===== src/rtl/ram_arb_pkg.sv =====
// rtl/ram_arb_pkg.sv - shared types and constants for the two-requester ram arbiter
package ram_arb_pkg;

    localparam int ADDR_W_DEF = 5;
    localparam int DATA_W_DEF = 32;
    localparam int STAT_W     = 16;

    typedef enum logic {
        IDLE  = 1'b0,
        ISSUE = 1'b1
    } arb_state_t;

    typedef logic req_id_t;

    localparam req_id_t REQ0 = 1'b0;
    localparam req_id_t REQ1 = 1'b1;

    function automatic req_id_t other_id(input req_id_t id);
        return ~id;
    endfunction

endpackage


===== src/rtl/ram_arbiter_rr_arb2.sv =====
// rtl/ram_arbiter_rr_arb2.sv - two-way round-robin picker; pointer side wins a tie
module rr_arb2
    import ram_arb_pkg::*;
(
    input  logic [1:0] req,
    input  req_id_t    ptr,
    output logic [1:0] gnt,
    output req_id_t    ptr_nxt
);

    always_comb begin
        gnt     = 2'b00;
        ptr_nxt = ptr;
        case (req)
            2'b01:   gnt = 2'b01;
            2'b10:   gnt = 2'b10;
            2'b11:   gnt = (ptr == REQ1) ? 2'b10 : 2'b01;
            default: gnt = 2'b00;
        endcase
        // The loser of this cycle gets priority next time.
        if (gnt[0]) begin
            ptr_nxt = other_id(REQ0);
        end else if (gnt[1]) begin
            ptr_nxt = other_id(REQ1);
        end
    end

endmodule


===== src/rtl/ram_arbiter.sv =====
// rtl/ram_arbiter.sv - round-robin sharing of a single-port ram between two requesters
// Optional grant statistics outputs are enabled by defining RAM_ARB_STAT_EN.
module ram_arbiter
    import ram_arb_pkg::*;
#(
    parameter int ADDR_W = ADDR_W_DEF,
    parameter int DATA_W = DATA_W_DEF
) (
    input  logic              clk,
    input  logic              rst,
    input  logic              req0,
    input  logic              req1,
    input  logic              we0,
    input  logic              we1,
    input  logic [ADDR_W-1:0] addr0,
    input  logic [ADDR_W-1:0] addr1,
    input  logic [DATA_W-1:0] wdata0,
    input  logic [DATA_W-1:0] wdata1,
    output logic              gnt0,
    output logic              gnt1,
    output logic              rvalid0,
    output logic              rvalid1,
    output logic [DATA_W-1:0] rdata,
    output logic              ram_cen,
    output logic              ram_wen,
    output logic [ADDR_W-1:0] ram_addr,
    output logic [DATA_W-1:0] ram_din,
    input  logic [DATA_W-1:0] ram_dout
`ifdef RAM_ARB_STAT_EN
    ,
    output logic [STAT_W-1:0] stat_cnt0,
    output logic [STAT_W-1:0] stat_cnt1
`endif
);

    logic [1:0]        req_vec;
    logic [1:0]        gnt_vec;
    req_id_t           ptr_q;
    req_id_t           ptr_nxt;
    arb_state_t        state_q;
    arb_state_t        state_nxt;
    logic              any_gnt;
    req_id_t           win_id;
    logic              win_we;
    logic [ADDR_W-1:0] win_addr;
    logic [DATA_W-1:0] win_wdata;
    logic              s1_v;
    logic              s2_v;
    req_id_t           s1_id;
    req_id_t           s2_id;
    logic              rd_ret;
    logic [DATA_W-1:0] rdata_q;

    // Requests are masked during reset so no grant can be issued then.
    assign req_vec = rst ? 2'b00 : {req1, req0};

    rr_arb2 u_rr_arb2 (
        .req     (req_vec),
        .ptr     (ptr_q),
        .gnt     (gnt_vec),
        .ptr_nxt (ptr_nxt)
    );

    assign gnt0      = gnt_vec[0];
    assign gnt1      = gnt_vec[1];
    assign any_gnt   = |gnt_vec;
    assign win_id    = gnt_vec[1] ? REQ1 : REQ0;
    assign win_we    = (win_id == REQ1) ? we1 : we0;
    assign win_addr  = (win_id == REQ1) ? addr1 : addr0;
    assign win_wdata = (win_id == REQ1) ? wdata1 : wdata0;

    always_ff @(posedge clk) begin
        if (rst) begin
            ptr_q <= REQ0;
        end else begin
            ptr_q <= ptr_nxt;
        end
    end

    always_ff @(posedge clk) begin
        if (rst) begin
            state_q <= IDLE;
        end else begin
            state_q <= state_nxt;
        end
    end

    always_comb begin
        state_nxt = state_q;
        case (state_q)
            IDLE:    if (any_gnt)  state_nxt = ISSUE;
            ISSUE:   if (!any_gnt) state_nxt = IDLE;
            default: state_nxt = IDLE;
        endcase
    end

    assign ram_cen = (state_q == ISSUE);

    // Address/data pins keep their last values while the ram is idle.
    always_ff @(posedge clk) begin
        if (rst) begin
            ram_wen  <= 1'b0;
            ram_addr <= '0;
            ram_din  <= '0;
        end else if (any_gnt) begin
            ram_wen  <= win_we;
            ram_addr <= win_addr;
            ram_din  <= win_wdata;
        end
    end

    // Stage 1 tracks the access on the ram pins, stage 2 the cycle its data appears.
    always_ff @(posedge clk) begin
        if (rst) begin
            s1_v  <= 1'b0;
            s1_id <= REQ0;
            s2_v  <= 1'b0;
            s2_id <= REQ0;
        end else begin
            s1_v  <= any_gnt & ~win_we;
            s1_id <= win_id;
            s2_v  <= s1_v;
            s2_id <= s1_id;
        end
    end

    assign rd_ret  = s2_v & ~rst;
    assign rvalid0 = rd_ret & (s2_id == REQ0);
    assign rvalid1 = rd_ret & (s2_id == REQ1);

    always_ff @(posedge clk) begin
        if (rst) begin
            rdata_q <= '0;
        end else if (rd_ret) begin
            rdata_q <= ram_dout;
        end
    end

    assign rdata = rd_ret ? ram_dout : rdata_q;

`ifdef RAM_ARB_STAT_EN
    always_ff @(posedge clk) begin
        if (rst) begin
            stat_cnt0 <= '0;
            stat_cnt1 <= '0;
        end else begin
            if (gnt0 && (stat_cnt0 != {STAT_W{1'b1}})) begin
                stat_cnt0 <= stat_cnt0 + STAT_W'(1);
            end
            if (gnt1 && (stat_cnt1 != {STAT_W{1'b1}})) begin
                stat_cnt1 <= stat_cnt1 + STAT_W'(1);
            end
        end
    end
`endif

endmodule


===== config.mk =====
export PLATFORM = sky130hd
export DESIGN_NAME = ram_arbiter
export DESIGN_NICKNAME = d
export VERILOG_FILES = /design/src/rtl/ram_arb_pkg.sv /design/src/rtl/ram_arbiter_rr_arb2.sv /design/src/rtl/ram_arbiter.sv
export SDC_FILE = /design/constraint.sdc
export NUM_CORES = 1
export LEC_CHECK = 0
export CAP_MARGIN = 10
export CORE_UTILIZATION = 44
export CTS_CLUSTER_DIAMETER = 40
export CTS_CLUSTER_SIZE = 20
export DETAILED_ROUTE_END_ITERATION = 16
export PLACE_DENSITY = 0.82
export SKIP_CTS_REPAIR_TIMING = 1
export SLEW_MARGIN = 20
export SYNTH_ARGS = -nofsm -noshare
export SYNTH_HDL_FRONTEND = slang
export SYNTH_SLANG_ARGS = --single-unit

===== constraint.sdc =====
create_clock -name clk -period 4.3 [get_ports clk]
set_clock_uncertainty 0.2 [all_clocks]
set_input_delay 0.43 -clock clk [delete_from_list [all_inputs] [get_ports clk]]
set_output_delay 0.43 -clock clk [all_outputs]
set_load 0.005 [all_outputs]

==> flow_metrics.env <==
export IMPL_path_clk_slew_ps=80
export IMPL_grt_pass1_vias=3441
export IMPL_fin_tns_setup_ps=0
export IMPL_n_antenna_cell=0
export IMPL_yosysMostFrequentCell="dfxtp_1"
export IMPL_drtAntennaViolNets=0
export IMPL_worst_slew_pin_slew_ps=795
export IMPL_hold_slack_ps=239
export IMPL_p_per_area_nw_per_um2=290
export IMPL_wl_per_cell_um=15.1
export IMPL_hpwl_um=7380
export IMPL_crit_arrival_ps=2460
export IMPL_rsz0062_at_grt="no"
export IMPL_grt_start_max_net_pins=79
export IMPL_end_kind="output port"
export IMPL_relSlewSlack_pct=47.0
export IMPL_grt_overflow=0
export IMPL_port_buffer_count=186
export IMPL_synth_edf_count=0
export IMPL_seq_area_frac_synth_pct=39.0
export IMPL_hold_viol_final=0
export IMPL_rrSetupSlack_ps=1970
export IMPL_synthTopCellsByCount="dfxtp_1, nor2_1, a21oi_1, inv_1"
export IMPL_die_h_um=96.2
export IMPL_synthCells=417
export IMPL_slew_violations=0
export IMPL_die_w_um=96.2
export IMPL_yosys_warnings=0
export IMPL_clock_sinks=76
export IMPL_leakage_nw=2.43
export IMPL_path_class="reg -> out"
export IMPL_synth_ff_type="dfxtp_1"
export IMPL_period_share_pct=71.9
export IMPL_fmax_ghz=0.323
export IMPL_ir_drop_uv=175
export IMPL_antenna_found_initial=0
export IMPL_clk_latency_ps=330
export IMPL_drt_iter0_markers=148
export IMPL_via_count=3651
export IMPL_synth_top_area_cell="dfxtp_1"
export IMPL_hold_class="reg -> reg"
export IMPL_maxCapViolations=0
export IMPL_hold_start="s1_id"
export IMPL_critPathBufInv=2
export IMPL_synth_area_per_cell_um2=9.36
export IMPL_drive_gt1_share_pct=16.1
export IMPL_cp_data_required_time_ps=3670
export IMPL_max_stage_delay_ps=460
export IMPL_synth_cell_types=27
export IMPL_synth_top_cell_area_share_pct=39.0
export IMPL_first_pass_iters=4
export IMPL_initial_core_util_pct=46.6
export IMPL_crit_family="buffers and inverters"
export IMPL_area_growth_syn_to_layout_pct=50.3
export IMPL_cts_htree_levels=3
export IMPL_cts_root_buf="clkbuf_8"
export IMPL_finalSetupViolCount=0
export IMPL_drc=0
export IMPL_min_path_cells=1
export IMPL_gp_congestion=0.802
export IMPL_grt_usage_pct=21.9
export IMPL_startpoint_type="flip-flop"
export IMPL_cts_buffer_depth=2
export IMPL_numCtsBuffers=9
export IMPL_syn_area_um2=3900
export IMPL_core_area_um2=8380
export IMPL_tritoncts="yes"
export IMPL_crit_fanout=34
export IMPL_pre_cts_ws_ps=1500
export IMPL_setup_slack_ps=1210
export IMPL_async_flop_share_pct=0
export IMPL_synthesis_nets=529
export IMPL_dieArea_um2=9250
export IMPL_io_pins=187
export IMPL_cpMaxStageDelayCell="nand2b_4"
export IMPL_status="completed"
export IMPL_reg2reg_to="ram_din[15]"
export IMPL_reg2reg_depth=5
export IMPL_worstHoldEndpoint="s2_id"
export IMPL_vias_per_cell=5.30
export IMPL_fp_row_count=33
export IMPL_fin_nets=691
export IMPL_synth_seq_cells=76
export IMPL_crit_chain="buf_4 > nand2b_4 > mux2_4 > clkdlybuf4s50_1"
export IMPL_grt_first_pass_wirelength_um=15800
export IMPL_layout_min_cycle_time_ps=3090
export IMPL_synth_area_leaders="dfxtp_1, mux2_4, o221a_2"
export IMPL_routed_wl_um=10400
export IMPL_r2r_start="ptr_q"
-- per-layer routing --
metal / track usage [%] / part of all wire [%]
met3: 6.79 / 9.1
met5: 0 / 0
met1: 24.7 / 41
met2: 38.2 / 48
met4: 8.96 / 2.2
-- power by group --
part / switching (mW) / leakage, nW / internal (mW)
Combinational: 0.146 / 1.71 / 0.249
Sequential: 0.0263 / 0.627 / 0.747
Clock: 0.265 / 0.0958 / 0.271
Total: 0.438 / 2.43 / 1.27
-- worst reg2reg max path, stage by stage (launching register included) --
cell and delay, ps:
dfxtp_1 740, buf_4 380, a21bo_2 190, buf_4 380
nand2_1 130, a211oi_1 230
-- cell families (layout without fill, tap and decap cells) --
| kind of cell | Yosys count | after routing | synth area share [%] |
|---|---|---|---|
| AO/OA/AOI/OAI | 110 | 110 | 20.9 |
| buffers and inverters | 75 | 242 | 10.1 |
| flip-flops | 76 | 76 | 39.0 |
| multiplexers | 64 | 64 | 20.1 |
| AND/OR/NAND/NOR | 92 | 92 | 9.87 |
-- how the worst max path moves through the flow --
stage	start	endpoint	slack (ps)	depth (start not counted)
2_1_floorplan	rst	rdata[10]	2440	5
3_5_place_dp	req0	gnt0	1500	5
5_1_grt	s2_v	rdata[11]	1070	4
4_1_cts	s2_v	rdata[18]	1180	4
6_report	s2_v	rdata[18]	1210	4
3_3_place_gp	req0	gnt0	1510	5
-- final cells by class --
class / count / area, um^2
multi-input cells: 266 / 1990
clock inverters: 7 / 76.3
fillers: 645 / 2510
inverters: 34 / 128
repair buffers: 192 / 1900
flip-flops and latches: 76 / 1520
well taps: 105 / 131
clock buffers: 9 / 124
-- registers in the layout, indices dropped and copies added (netlist names) --
register and flops:
s1_v 1, s1_id 1, ptr_q 1, ram_wen 1, ram_addr 5, s2_v 1, ram_din 32, rdata_q 32
s2_id 1, ram_cen 1
-- per-stage QoR --
step	utilization, %	std cells	total power [mW]	instance area, um^2
2_1_floorplan	-	417	0.968	3900
3_3_place_gp	67.6	673	1.17	5670
3_5_place_dp	67.6	673	1.19	5670
4_1_cts	70.0	689	1.72	5870
5_1_grt	70.0	689	1.79	5870
6_report	70.0	689	1.70	5870
-- cells in the final DEF, fill, tap and decap left out, drive strengths merged, types with 9 or more instances in the layout --
cell type / synthesis / final
dfxtp: 76 / 76
clkbuf: 15 / 9
inv: 34 / 35
o221a: 32 / 32
a21oi: 38 / 38
nor2: 76 / 76
mux2: 32 / 32
clkdlybuf4s50: 0 / 184
a31oi: 32 / 32
mux2i: 32 / 32
No activity file was read; power rests on OpenSTA's default activity.
